<file path="src/rtl/branch_sequencer.sv">
// Program counter, S/Z/C flag register and taken-jump flush sequencer for the 16-bit core.
// Optional build macro BRANCH_FLAG_BYPASS_EN: jump condition uses same-cycle ALU flags when i_flag_we=1.
module branch_sequencer #(
    parameter int                PC_W         = 16,
    parameter logic [0:PC_W-1]   RESET_VEC    = '0,
    parameter int                FLUSH_CYCLES = 2
) (
    input  logic              i_clk,
    input  logic              i_rst_n,
    input  logic              i_stall,
    input  logic              i_flag_we,
    input  logic [0:15]       i_alu_res,
    input  logic              i_alu_carry,
    input  logic              i_jmp_req,
    input  logic [0:5]        i_jCtrl,
    input  logic [0:PC_W-1]   i_jTarget,
    output logic [0:PC_W-1]   o_pc,
    output logic              o_pc_valid,
    output logic              o_flush,
    output logic              o_taken,
    output logic [0:2]        o_flags,
    output logic              o_fsm_state
);

    // Handshake: there is none; every input is sampled on each rising edge,
    // and i_stall only freezes the PC/FSM, never the flag register.

    typedef enum logic {RUN = 1'b0, FLUSH = 1'b1} state_t;

    localparam logic [2:0]      CNT_INIT = 3'(FLUSH_CYCLES - 1);
    localparam logic [0:PC_W-1] PC_ONE   = {{(PC_W-1){1'b0}}, 1'b1};

    state_t            state_q, state_d;
    logic [2:0]        cnt_q, cnt_d;
    logic [0:PC_W-1]   pc_q, pc_d;
    logic              taken_q, taken_d;
    logic [0:2]        flags_q;
    logic [0:2]        new_flags;
    logic [2:0]        sel;
    logic [0:7]        mask;
    logic              cond;

    assign new_flags = {i_alu_res[0], (i_alu_res == 16'h0000), i_alu_carry};

`ifdef BRANCH_FLAG_BYPASS_EN
    // Forward the flags being written this cycle so compare-then-branch resolves without a bubble.
    assign sel = i_flag_we ? {new_flags[0], new_flags[1], new_flags[2]}
                           : {flags_q[0], flags_q[1], flags_q[2]};
`else
    assign sel = {flags_q[0], flags_q[1], flags_q[2]};
`endif

    // Positions 6 and 7 of the mask are hard zero, so sel values 6/7 never jump.
    assign mask = {i_jCtrl, 2'b00};
    assign cond = mask[sel];

    always_comb begin
        state_d = state_q;
        cnt_d   = cnt_q;
        pc_d    = pc_q;
        taken_d = 1'b0;
        case (state_q)
            RUN: begin
                if (!i_stall) begin
                    if (i_jmp_req && cond) begin
                        pc_d    = i_jTarget;
                        taken_d = 1'b1;
                        cnt_d   = CNT_INIT;
                        state_d = FLUSH;
                    end else begin
                        pc_d = pc_q + PC_ONE;
                    end
                end
            end
            FLUSH: begin
                // The exit edge leaves the PC on the target so it is fetched once valid.
                if (!i_stall) begin
                    if (cnt_q == 3'd0) begin
                        state_d = RUN;
                    end else begin
                        cnt_d = cnt_q - 3'd1;
                    end
                end
            end
            default: state_d = RUN;
        endcase
    end

    always_ff @(posedge i_clk or negedge i_rst_n) begin
        if (!i_rst_n) begin
            state_q <= RUN;
            cnt_q   <= 3'd0;
            pc_q    <= RESET_VEC;
            taken_q <= 1'b0;
        end else begin
            state_q <= state_d;
            cnt_q   <= cnt_d;
            pc_q    <= pc_d;
            taken_q <= taken_d;
        end
    end

    always_ff @(posedge i_clk or negedge i_rst_n) begin
        if (!i_rst_n) begin
            flags_q <= 3'b000;
        end else if (i_flag_we) begin
            flags_q <= new_flags;
        end
    end

    assign o_pc        = pc_q;
    assign o_flush     = (state_q == FLUSH);
    assign o_pc_valid  = (state_q == RUN);
    assign o_taken     = taken_q;
    assign o_flags     = flags_q;
    assign o_fsm_state = state_q;

endmodule

</file>
<file path="config.mk">
export PLATFORM = sky130hd
export DESIGN_NAME = branch_sequencer
export DESIGN_NICKNAME = d
export VERILOG_FILES = /design/src/rtl/branch_sequencer.sv
export SDC_FILE = /design/constraint.sdc
export NUM_CORES = 1
export LEC_CHECK = 0
export CAP_MARGIN = 40
export CORE_UTILIZATION = 45
export DETAILED_ROUTE_END_ITERATION = 6
export GPL_TIMING_DRIVEN = 0
export HOLD_SLACK_MARGIN = 0.12
export PLACE_DENSITY = 0.85
export SYNTH_ARGS = -nofsm -noshare
export SYNTH_HDL_FRONTEND = slang
export SYNTH_SLANG_ARGS = --single-unit
</file>
<file path="constraint.sdc">
create_clock -name i_clk -period 5.2 [get_ports i_clk]
set_input_delay 1.04 -clock i_clk [delete_from_list [all_inputs] [get_ports i_clk]]
set_output_delay 1.04 -clock i_clk [all_outputs]
set_load 0.01 [all_outputs]
</file>
======== Yosys cells after proc, flatten, opt, wreduce, memory -nomap -nowiden ========
Cells that the tools add are included.
Widths: inputs -> output; s select.
word-level totals
  register bits after elaboration ......... 24
  bits in latches ......................... 0
  RAM bits ................................ 0
  ROM bits ................................ 0
  memories kept ........................... 0
operators by class
  add/subtract/negate cells ............... 2
  $mul .................................... 0
  divide/modulo/power cells ............... 0
  $lt $le $gt $ge ......................... 1
  equal/unequal tests ..................... 4
  shift-type cells ........................ 0
  multiplexer cells ....................... 15
  bitwise operators ....................... 3
  reductions and logical operators ........ 5
operator list
  operator               count
  $add 16x1->16 const B  1
  $logic_not 16->1       1
  $mux 16                1
  $mux 3                 4
  $mux 1                 7
  $ne 2x2->1 const B     3
  $pmux 3 s2             1
  $ge 4x4->1 const B     1
  $not 3->4              1
  $reduce_and 4->1       1
  $bmux 1 s3             1
  $logic_not 3->1        1
  $sub 3x1->3 const B    1
  $ne 2x1->1 const B     1
  $not 1->1              2
  $pmux 1 s2             1
  $reduce_and 2->1       1
  $logic_and 1x1->1      1

======== Depth between registers and ports, before layout ========
Gate-level depths: netlist (run 1).
  word-level depth ........................ 8
  mapped depth ............................ 7
  mapped depth without buffers ............ 6

======== Least setup slack after synthesis (run 1) ========
Ideal clock, no wire load.
  path kind ............................... input-to-reg
  start point ............................. in i_jCtrl[2] (netlist bit)
  end point ............................... reg pc_q (netlist bit o_pc[0])
  setup time .............................. 0.080 ns
  arrival ................................. 2.318 ns
  required time ........................... 5.120 ns
  path slack .............................. 2.802 ns
  stages on the path ...................... 6
  path through ............................ mux2i_1 > nor4b_1 > or3_1 > buf_2 > or4_4 > o211ai_2
on the way
  longest elaborated chain between the ends .. 5
RTL lines
  element                                    RTL line  source
  from (decl)                                15        input logic [0:5] i_jCtrl,
  $bmux 1 s3                                 55        assign cond = mask[sel];
  $mux 1 (implied by the code) (2 in a row)  55
  $logic_and 1x1->1                          65        if (i_jmp_req && cond) begin
  $mux 16                                    65
  to (signal assigned)                       98        pc_q <= pc_d;
  to (decl)                                  35        logic [0:PC_W-1] pc_q, pc_d;
No other way between the ends. The select of a mux whose other input is x is not followed.
A chain may end at the register's enable or synchronous reset.

======== Worst setup path in the final report (run 1) ========
  start point ............................. in i_jCtrl[2] (netlist bit)
  end point ............................... reg pc_q (netlist bit o_pc[1])
The elaborated chain is that of the path after synthesis.

==> results of run 1 <==
[registers in the layout, indices dropped and copies added, names as in the netlist]
register / count
o_pc: 16
cnt_q: 3
o_flags: 3
o_flush: 1
o_taken: 1
[logic make-up after synthesis]
| kind of cell | after synthesis |
|---|---|
| buf+inv | 20 |
| compound gates | 37 |
| simple gates | 76 |
| flops | 24 |
| fa+ha+maj | 3 |
| mux | 10 |
[cell type report]
| type | instances | area (µm²) | area share |
|---|---|---|---|
| plain buffers | 10 | 47.5 | 0.0213 |
| clock buffers | 3 | 22.5 | 0.0101 |
| inverters | 10 | 37.5 | 0.0168 |
| multi-input cells | 126 | 793 | 0.355 |
| flip-flops and latches | 24 | 601 | 0.269 |
| well taps | 44 | 55.1 | 0.0247 |
| repair buffers | 67 | 676 | 0.303 |
[placed cells by master, fill, tap and decap left out, types with 3 or more instances in the layout]
cell / n
a21oi_1: 8
a22oi_1: 3
a2bb2oi_1: 4
and3_1: 3
clkbuf_1: 6
clkbuf_4: 3
clkdlybuf4s50_1: 66
dfrtp_1: 24
ha_1: 3
inv_1: 10
mux2i_1: 8
nand2_1: 23
nand3_1: 12
nand4_1: 5
nor2_1: 6
nor3_1: 9
nor4_1: 3
nor4b_1: 3
o21ai_0: 8
o22ai_1: 3
or3_1: 3
[how the worst max path moves through the flow]
stage / startpoint / to / slack, ps / cells past startpoint
floorplan: i_jCtrl[2] / o_pc[0] / 2800 / 6
global placement: i_jCtrl[2] / o_pc[1] / 2070 / 7
detailed placement: i_jCtrl[2] / o_pc[1] / 2010 / 7
CTS: i_jCtrl[2] / o_pc[1] / 2340 / 7
global route: i_jCtrl[2] / o_pc[1] / 2200 / 7
finish: i_jCtrl[2] / o_pc[1] / 2340 / 7
[metal layers]
| layer | GRT usage | part of all wire | routed length (µm) |
|---|---|---|---|
| met3 | 0.0240 | 0.041 | 164 |
| met5 | 0 | 0 | 0 |
| met1 | 0.332 | 0.47 | 1860 |
| met4 | 0.0748 | 0.012 | 48 |
| met2 | 0.395 | 0.48 | 1910 |
[worst max-delay path: stages]
cell             delay, ps
clkdlybuf4s50_1        400
mux2i_1                140
nor4b_1                 90
nor3_2                 750
buf_2                  370
a2bb2oi_1              190
nand3_1                 90
[stage by stage]
stage	setup WS [ps]	hold WS [ps]	util	instances	power, mW
2_1_floorplan	2800	501	-	170	0.569
3_3_place_gp	2070	527	0.713	280	0.786
4_1_cts	2340	564	0.725	284	0.885
6_report	2340	560	0.725	284	0.881
3_5_place_dp	2010	543	0.718	281	0.797
5_1_grt	2200	594	0.725	284	0.946
[power by group]
| group | internal, mW | total [mW] | leakage, nW | switching [mW] |
|---|---|---|---|---|
| Combinational | 0.255 | 0.458 | 0.612 | 0.203 |
| Sequential | 0.255 | 0.338 | 0.284 | 0.0837 |
| Clock | 0.0271 | 0.0841 | 0.0138 | 0.0570 |
==> key figures, run 1 <==
Status
  – Status: finished, final reports clean

Global route
  – Total track usage: 0.240
  – Initial antenna violation count: 0
  – Vias in the first global route: 1447
  – Pin count of the biggest net entering global routing: 14
  – Global-route wire length before repair: about 6500 µm
  – GRT Residual Overflow: 0

Clock tree
  – Clk_lat worst skew: 320 ps
  – H-tree level count: 1
  – Root buf cell: clkbuf_4
  – Sink Count: 24
  – Post-CTS Setup Bufs: 0
  – Clk pin slew, worst setup/hold paths: between 100 and 150 ps
  – CTS tree: done
  – CTS Buf Count: 3
  – Cts hold-fix bufs: 0
  – CTS-repair resized insts: 0
  – CTS max path bufs: 2

Worst hold path
  – Hold endpoint: cnt_q[1]
  – Min-Delay Path Class: flop to flop
  – Worst Min Path Start: cnt_q[1]
  – Hold Path Stages: 2

STA
  – Unrepaired setup endpoints after global routing: no
  – Pins Over Slew Limit: 0
  – Final number of hold-violating endpoints: 0
  – Min cycle time layout: around 2900 ps
  – Finish-stage setup viols: 0
  – Total negative slack: 0 ps
  – Final worst-path cycle share: 0.550
  – Fmax: 350 MHz
  – Actual slew at the worst max-slew pin: ~900 ps
  – Relative slew slack: 0.399
  – Clock Skew: between 5 and 6 ps

Synthesis
  – FF+latch count, synth: 24
  – Post-synthesis xor/xnor area fraction: 0
  – Synth area leaders: dfrtp_1 (41%), nand2_1 (5.8%), mux2i_1 (5.4%)
  – EDFF count, synth: 0
  – Most common cell in the synthesized netlist: dfrtp_1
  – Cell taking the most area after synthesis: dfrtp_1
  – Syn Inst Count: 170
  – Ys async rst share: 1.00
  – Yosys warning total: 0
  – Simple-gate share of the synthesized area: 0.272
  – Top cells by count, synth: dfrtp_1 (24), nand2_1 (23), nand3_1 (12), inv_1 (10), nor3_1 (9)
  – Compound-Gate Fraction of Synth Area: 0.170
  – Net count after synthesis: around 220
  – Adder-Cell Fraction of Synth Area: 0.0254
  – Mapped Area: about 0.0015 mm²
  – Mux contribution to synthesized area: 0.0694
  – Most common flop cell mapped by yosys: dfrtp_1
  – Largest family of logic cells by synthesized area: simple AND/OR/NAND/NOR gates
  – Post-synthesis cell type count: 38
  – Synth Area per Inst: about 8.7 µm²
  – Post-synth top area share: 0.406
  – Register area share after synthesis: 0.406

Placed design
  – Port Buf Inserts: 66
  – Cell Area, Placed: 0.00221 mm²
  – DP HPWL: just under 3000 µm
  – Placer's final routability congestion estimate: 0.768

Routing
  – Routed wire length: 3990 µm
  – Via count of the routed design: 1582
  – Pre-Repair DR Iteration Count: 5
  – Initial drt markers: 34
  – Drc violations: 0
  – WL/cell: around 14 µm
  – Antenna violation net count after detailed routing: 0
  – Vias per cell: approximately 5.6

Power and ir drop
  – VDD IR max: 0.000266 V
  – Leak: approximately 0.9 nW
  – PD cells: ~390 mW/mm²

Critical path
  – Worst Setup End Kind: flop
  – Reg2reg path depth: 6
  – CP required: roughly 5400 ps
  – Register-to-register setup slack: roughly 2900 ps
  – Worst EP arrival: roughly 3000 ps
  – Setup CP Type: input port to flop
  – Max FO, Critical Path: 10
  – Critical Path Start Type: input port
  – R2r startpoint: o_flags[1]
  – R2r endpoint: o_pc[1]

Floorplan
  – Starting density of the core: 0.480
  – Die ar.: between 0.003 and 0.004 mm²
  – Core Rows: 20
  – DIE WIDTH: 59.3 µm
  – Die Y-Extent: slightly below 60 µm
  – I/O pins: 67
  – Core Area: about 0.003 mm²

Cells and area
  – Share of cells above drive strength 1: 0.0708
  – Fillers: approximately 260
  – Fin area: between 0.002 and 0.0025 mm²
  – # diodes: 0
  – Nets: 289
  – Synth-to-Final Area Change: 50.9%

Flow run
  – Max Cap Viol: 0
Power figures use the tool's default switching activity.
==> run 2: changes to the inputs <==
--- a/config.mk
+++ b/config.mk
@@ -6,11 +6,11 @@
 export NUM_CORES = 1
 export LEC_CHECK = 0
 export CAP_MARGIN = 40
-export CORE_UTILIZATION = 45
+export CORE_UTILIZATION = 37
 export DETAILED_ROUTE_END_ITERATION = 6
 export GPL_TIMING_DRIVEN = 0
 export HOLD_SLACK_MARGIN = 0.12
-export PLACE_DENSITY = 0.85
+export PLACE_DENSITY = 0.74
 export SYNTH_ARGS = -nofsm -noshare
 export SYNTH_HDL_FRONTEND = slang
 export SYNTH_SLANG_ARGS = --single-unit
==> constraint.sdc (replaced) <==
create_clock -name i_clk -period 2.6 [get_ports i_clk]
set_input_delay 0.52 -clock i_clk [delete_from_list [all_inputs] [get_ports i_clk]]
set_output_delay 0.52 -clock i_clk [all_outputs]
set_load 0.01 [all_outputs]
==> run 2 against run 1 <==
Against the previous run:
- clock skew hardly changed
- hold slack better by 2.2 ps
- die area is 21% higher
- wire length is 4.2% higher
- worst setup slack worse by 1900 ps
==> key figures, run 2 (synthesized netlist as in run 1, its figures left out) <==
Clock tree
  – Post-CTS Setup Bufs: 0
  – Clk pin slew, worst setup/hold paths: about 90 ps
  – Root buf cell: clkbuf_8
  – CTS tree: done
  – H-tree level count: 1
  – Cts hold-fix bufs: 0
  – Clk_lat worst skew: ~270 ps
  – CTS Buf Count: 3
  – CTS-repair resized insts: 0
  – Sink Count: 24
  – CTS max path bufs: 2

Routing
  – Antenna violation net count after detailed routing: 0
  – Drc violations: 0
  – Metal-1 WL: between 2000 and 2500 µm
  – Via count of the routed design: around 1500
  – Routed wire length: around 4200 µm
  – Routed met3 length: between 200 and 250 µm
  – Max layer used: met4
  – Vias per cell: 5.32
  – Met2 WL: around 1900 µm
  – Pre-Repair DR Iteration Count: 4
  – Initial drt markers: a little under 60
  – WL/cell: roughly 14 µm

Placed design
  – DP HPWL: 3040 µm
  – Placer's final routability congestion estimate: roughly 0.8
  – Port Buf Inserts: 66
  – Cells after DPL: roughly 290
  – DP Worst Slack: between 200 and 250 ps
  – Cell Area, Placed: about 0.0022 mm²

Critical path
  – Worst EP arrival: 2270 ps
  – Setup CP Type: input port to flop
  – Critical Path Start Type: input port
  – Worst Setup End Kind: flop
  – Max FO, Critical Path: 10
  – CP required: around 2800 ps

STA
  – Min cycle time layout: ~2100 ps
  – Pins Over Slew Limit: 0
  – Total negative slack: 0 ps
  – Final WS setup: about 490 ps
  – Hold Slack: 563 ps
  – Relative slew slack: 0.585
  – Final worst-path cycle share: 0.813
  – Fmax: 473 MHz
  – Final number of hold-violating endpoints: 0
  – Actual slew at the worst max-slew pin: ~620 ps
  – Finish-stage setup viols: 0
  – Unrepaired setup endpoints after global routing: no
  – Clock Skew: between 5 and 6 ps

Global route
  – Total track usage: 0.200
  – Vias in the first global route: between 1000 and 1500
  – Pin count of the biggest net entering global routing: 15
  – Global-route wire length before repair: around 6700 µm
  – GRT Residual Overflow: 0
  – Initial antenna violation count: 0

Floorplan
  – Core Area: roughly 0.0037 mm²
  – Core Rows: 22
  – Die Y-Extent: 65.2 µm
  – I/O pins: 67
  – DIE WIDTH: around 65 µm
  – Starting density of the core: 0.395
  – Die ar.: approximately 0.0043 mm²

Worst hold path
  – Min-Delay Path Class: flop to flop

Cells and area
  – Most frequent cells in the layout: clkdlybuf4s50_1 (66), dfrtp_1 (24), nand2_1 (23)
  – # diodes: 0
  – Synth-to-Final Area Change: 55.1%
  – Most common cell after layout, fill and taps aside: clkdlybuf4s50_1
  – Fillers: 363
  – Nets: 290
  – Area of the multi-input gates: 793 µm²
  – Register area: 601 µm²
  – Max FFs per register: 16
  – Share of cells above drive strength 1: 0.0785
  – Fin area: approximately 0.0023 mm²
  – Filler-free cell count of the finished design: 290
  – Layout Utilization: 0.613

Power and ir drop
  – VDD IR max: approximately 0.00045 V
  – Tot Pwr: around 1.9 mW
  – Leak: roughly 0.94 nW
  – PD cells: 844 mW/mm²

Flow run
  – Max Cap Viol: 0

Status
  – Status: finished, final reports clean
## run 2: cell count changes in the layout (fill, tap and decap cells not counted), sizes merged
cell	before	now
buf	5	6
bufinv	0	1
## run 2: worst max-delay path, cell delays in order
cell and delay [ps]:
clkdlybuf4s50_1 600, or2_2 150, clkbuf_1 230, clkbuf_1 430
nor3_1 90, o21ai_0 160, nand3_1 80
## run 2: cell type report
class,count,share of cell area
repair buffers,68,0.298
inverters,10,0.0164
well taps,48,0.0262
clock inverters,1,0.0131
multi-input cells,126,0.346
clock buffers,3,0.0180
flip-flops and latches,24,0.262
plain buffers,10,0.0207
## run 2: final timing paths
check                         start    endpoint  slack [ps]  cells after the start
max                         i_stall     o_pc[9]         490                      7
min reg2reg                cnt_q[1]    cnt_q[1]         560                      2
max reg2reg                o_pc[15]     o_pc[0]         570                      6
min in group asynchronous   i_rst_n     o_pc[5]         630                      1
max in group asynchronous   i_rst_n  o_flags[2]        1460                      2
min                        cnt_q[1]    cnt_q[1]         560                      2
## run 2: power breakdown
group | internal (mW) | leakage [nW] | switching, mW | total (mW)
Combinational | 0.511 | 0.617 | 0.410 | 0.921
Sequential | 0.510 | 0.284 | 0.173 | 0.683
Clock | 0.206 | 0.0357 | 0.126 | 0.332
Total | 1.23 | 0.936 | 0.709 | 1.94
## run 2: per-layer routing
metal	vias to the layer above	GRT usage
li1	774	-
met1	724	0.277
met2	42	0.331
met3	2	0.0365
met4	0	0.0272
met5	-	0
==> run 3: changes to the inputs <==
--- a/config.mk
+++ b/config.mk
@@ -6,11 +6,11 @@
 export NUM_CORES = 1
 export LEC_CHECK = 0
 export CAP_MARGIN = 40
-export CORE_UTILIZATION = 37
+export CORE_UTILIZATION = 41
 export DETAILED_ROUTE_END_ITERATION = 6
 export GPL_TIMING_DRIVEN = 0
 export HOLD_SLACK_MARGIN = 0.12
-export PLACE_DENSITY = 0.74
+export PLACE_DENSITY = 0.78
 export SYNTH_ARGS = -nofsm -noshare
 export SYNTH_HDL_FRONTEND = slang
 export SYNTH_SLANG_ARGS = --single-unit
==> constraint.sdc (replaced) <==
create_clock -name i_clk -period 2.21 [get_ports i_clk]
set_input_delay 0.442 -clock i_clk [delete_from_list [all_inputs] [get_ports i_clk]]
set_output_delay 0.442 -clock i_clk [all_outputs]
set_load 0.01 [all_outputs]
==> run 3 against run 2 <==
Against the previous run:
- first-iteration DRC count is 19% lower
- clock power is 1% lower
- via count increased by 0.32%
- sequential cell count stayed put
- worst setup slack got worse by 300 ps
- utilization is 6.5 points higher
- design area rose by 0.11%
- combinational power increased by 18%
- sequential share of layout area barely moved
==> key figures, run 3 (synthesized netlist as in run 1, its figures left out) <==
Status
  – Status: finished, final reports clean

STA
  – Fmax: approximately 490 MHz
  – Final number of hold-violating endpoints: 0
  – Clock Skew: ~12 ps
  – Actual slew at the worst max-slew pin: roughly 530 ps
  – Pins Over Slew Limit: 0
  – Finish-stage setup viols: 0
  – Unrepaired setup endpoints after global routing: no
  – Final worst-path cycle share: 0.917
  – Min cycle time layout: 2030 ps
  – Total negative slack: 0 ps
  – Relative slew slack: 0.647

Cells and area
  – Most common cell after layout, fill and taps aside: clkdlybuf4s50_1
  – Nets: roughly 290
  – # diodes: 0
  – Synth-to-Final Area Change: 55.2%
  – Most frequent cells in the layout: clkdlybuf4s50_1 (66), dfrtp_1 (24), nand2_1 (23)
  – Fin area: about 0.0023 mm²
  – Fillers: ~300
  – Share of cells above drive strength 1: 0.0830
  – Layout Utilization: 0.677
  – Filler-free cell count of the finished design: 287
  – Max FFs per register: 16

Placed design
  – Placer's final routability congestion estimate: about 0.80
  – Cells after DPL: 283
  – Port Buf Inserts: 66
  – Cell Area, Placed: 0.00222 mm²
  – DP HPWL: 3010 µm

Clock tree
  – Post-CTS Setup Bufs: 0
  – Clk_lat worst skew: about 320 ps
  – Clk pin slew, worst setup/hold paths: ~140 ps
  – CTS max path bufs: 2
  – Root buf cell: clkbuf_4
  – CTS tree: done
  – Cts hold-fix bufs: 0
  – CTS Buf Count: 3
  – H-tree level count: 1
  – Sink Count: 24

Power and ir drop
  – VDD IR max: 0.000552 V
  – PD cells: a little under 1000 mW/mm²
  – Leak: about 0.93 nW
  – Tot Pwr: 2.21 mW

Critical path
  – CP max stage cell: or4_4
  – CP required: roughly 2500 ps
  – Max FO, Critical Path: 9
  – Critical Path Start Type: flop
  – Worst Setup End Kind: flop
  – Setup CP Type: flop to flop
  – Critical path's largest stage delay: ~520 ps
  – CP bufs+invs: 1
  – Worst path top cell family by delay: simple AND/OR/NAND/NOR gates
  – Worst EP arrival: between 2000 and 2500 ps
  – CP Cell Sequence: mux2i_1, nor4b_2, or3_1, buf_2, or4_4, o211ai_2

Global route
  – Global-route wire length before repair: 6010 µm
  – Vias in the first global route: roughly 1300
  – Total track usage: 0.211
  – GRT Residual Overflow: 0
  – Initial antenna violation count: 0
  – Pin count of the biggest net entering global routing: 19

Floorplan
  – DIE WIDTH: about 62 µm
  – Die Y-Extent: 62.1 µm
  – Die ar.: slightly below 0.004 mm²
  – Core Rows: 21
  – Starting density of the core: 0.436
  – Core Area: roughly 0.0034 mm²
  – I/O pins: 67

Routing
  – Routed wire length: 3970 µm
  – Drc violations: 0
  – Antenna violation net count after detailed routing: 0
  – Initial drt markers: 48
  – WL/cell: 13.8 µm
  – Vias per cell: 5.39
  – Via count of the routed design: around 1500
  – Pre-Repair DR Iteration Count: 5

Flow run
  – Max Cap Viol: 0

Worst hold path
  – Min-Delay Path Class: input port to asynchronous set/reset pin
## run 3: through the flow
step	hold slack (ps)	setup slack (ps)
floorplan	146	328
global placement	537	-351
detailed placement	533	-348
CTS	410	79.2
global route	403	2.45
finish	402	184
## run 3: final cells by class
cell class | count | area, µm² | share of cell area
plain buffers | 10 | 47.5 | 0.0207
clock buffers | 3 | 22.5 | 0.00981
clock inverters | 1 | 30.0 | 0.0131
inverters | 10 | 37.5 | 0.0163
multi-input cells | 126 | 812 | 0.354
flip-flops and latches | 24 | 601 | 0.262
well taps | 46 | 57.6 | 0.0251
repair buffers | 67 | 688 | 0.300
## run 3: what timing repair did
action,4_1_cts,5_1_grt
gates resized for setup,1,2
pin swaps,0,1
setup endpoints to repair,3,7
## run 3: power breakdown
group / switching [mW] / internal, mW
sequential: 0.196 / 0.599
clock: 0.145 / 0.183
combinational: 0.484 / 0.604
## run 3: path summary, 6_finish.rpt
| kind | from | endpoint | slack, ps | cells past startpoint |
|---|---|---|---|---|
| max reg2reg | o_flags[1] | o_pc[0] | 180 | 6 |
| min in group i_clk | cnt_q[1] | cnt_q[1] | 560 | 2 |
| max in group asynchronous | i_rst_n | o_flags[1] | 1380 | 2 |
| min | i_rst_n | o_pc[13] | 400 | 1 |
| min reg2reg | cnt_q[1] | cnt_q[1] | 560 | 2 |
| max | o_flags[1] | o_pc[0] | 180 | 6 |
## run 3: metal layers
layer,GRT usage,routed length (µm),vias up,part of all wire
li1,-,-,775,-
met1,0.312,1890,732,0.48
met2,0.331,1930,38,0.48
met3,0.0248,144,2,0.036
met4,0.0476,13,0,0.0033
met5,0,0,-,0
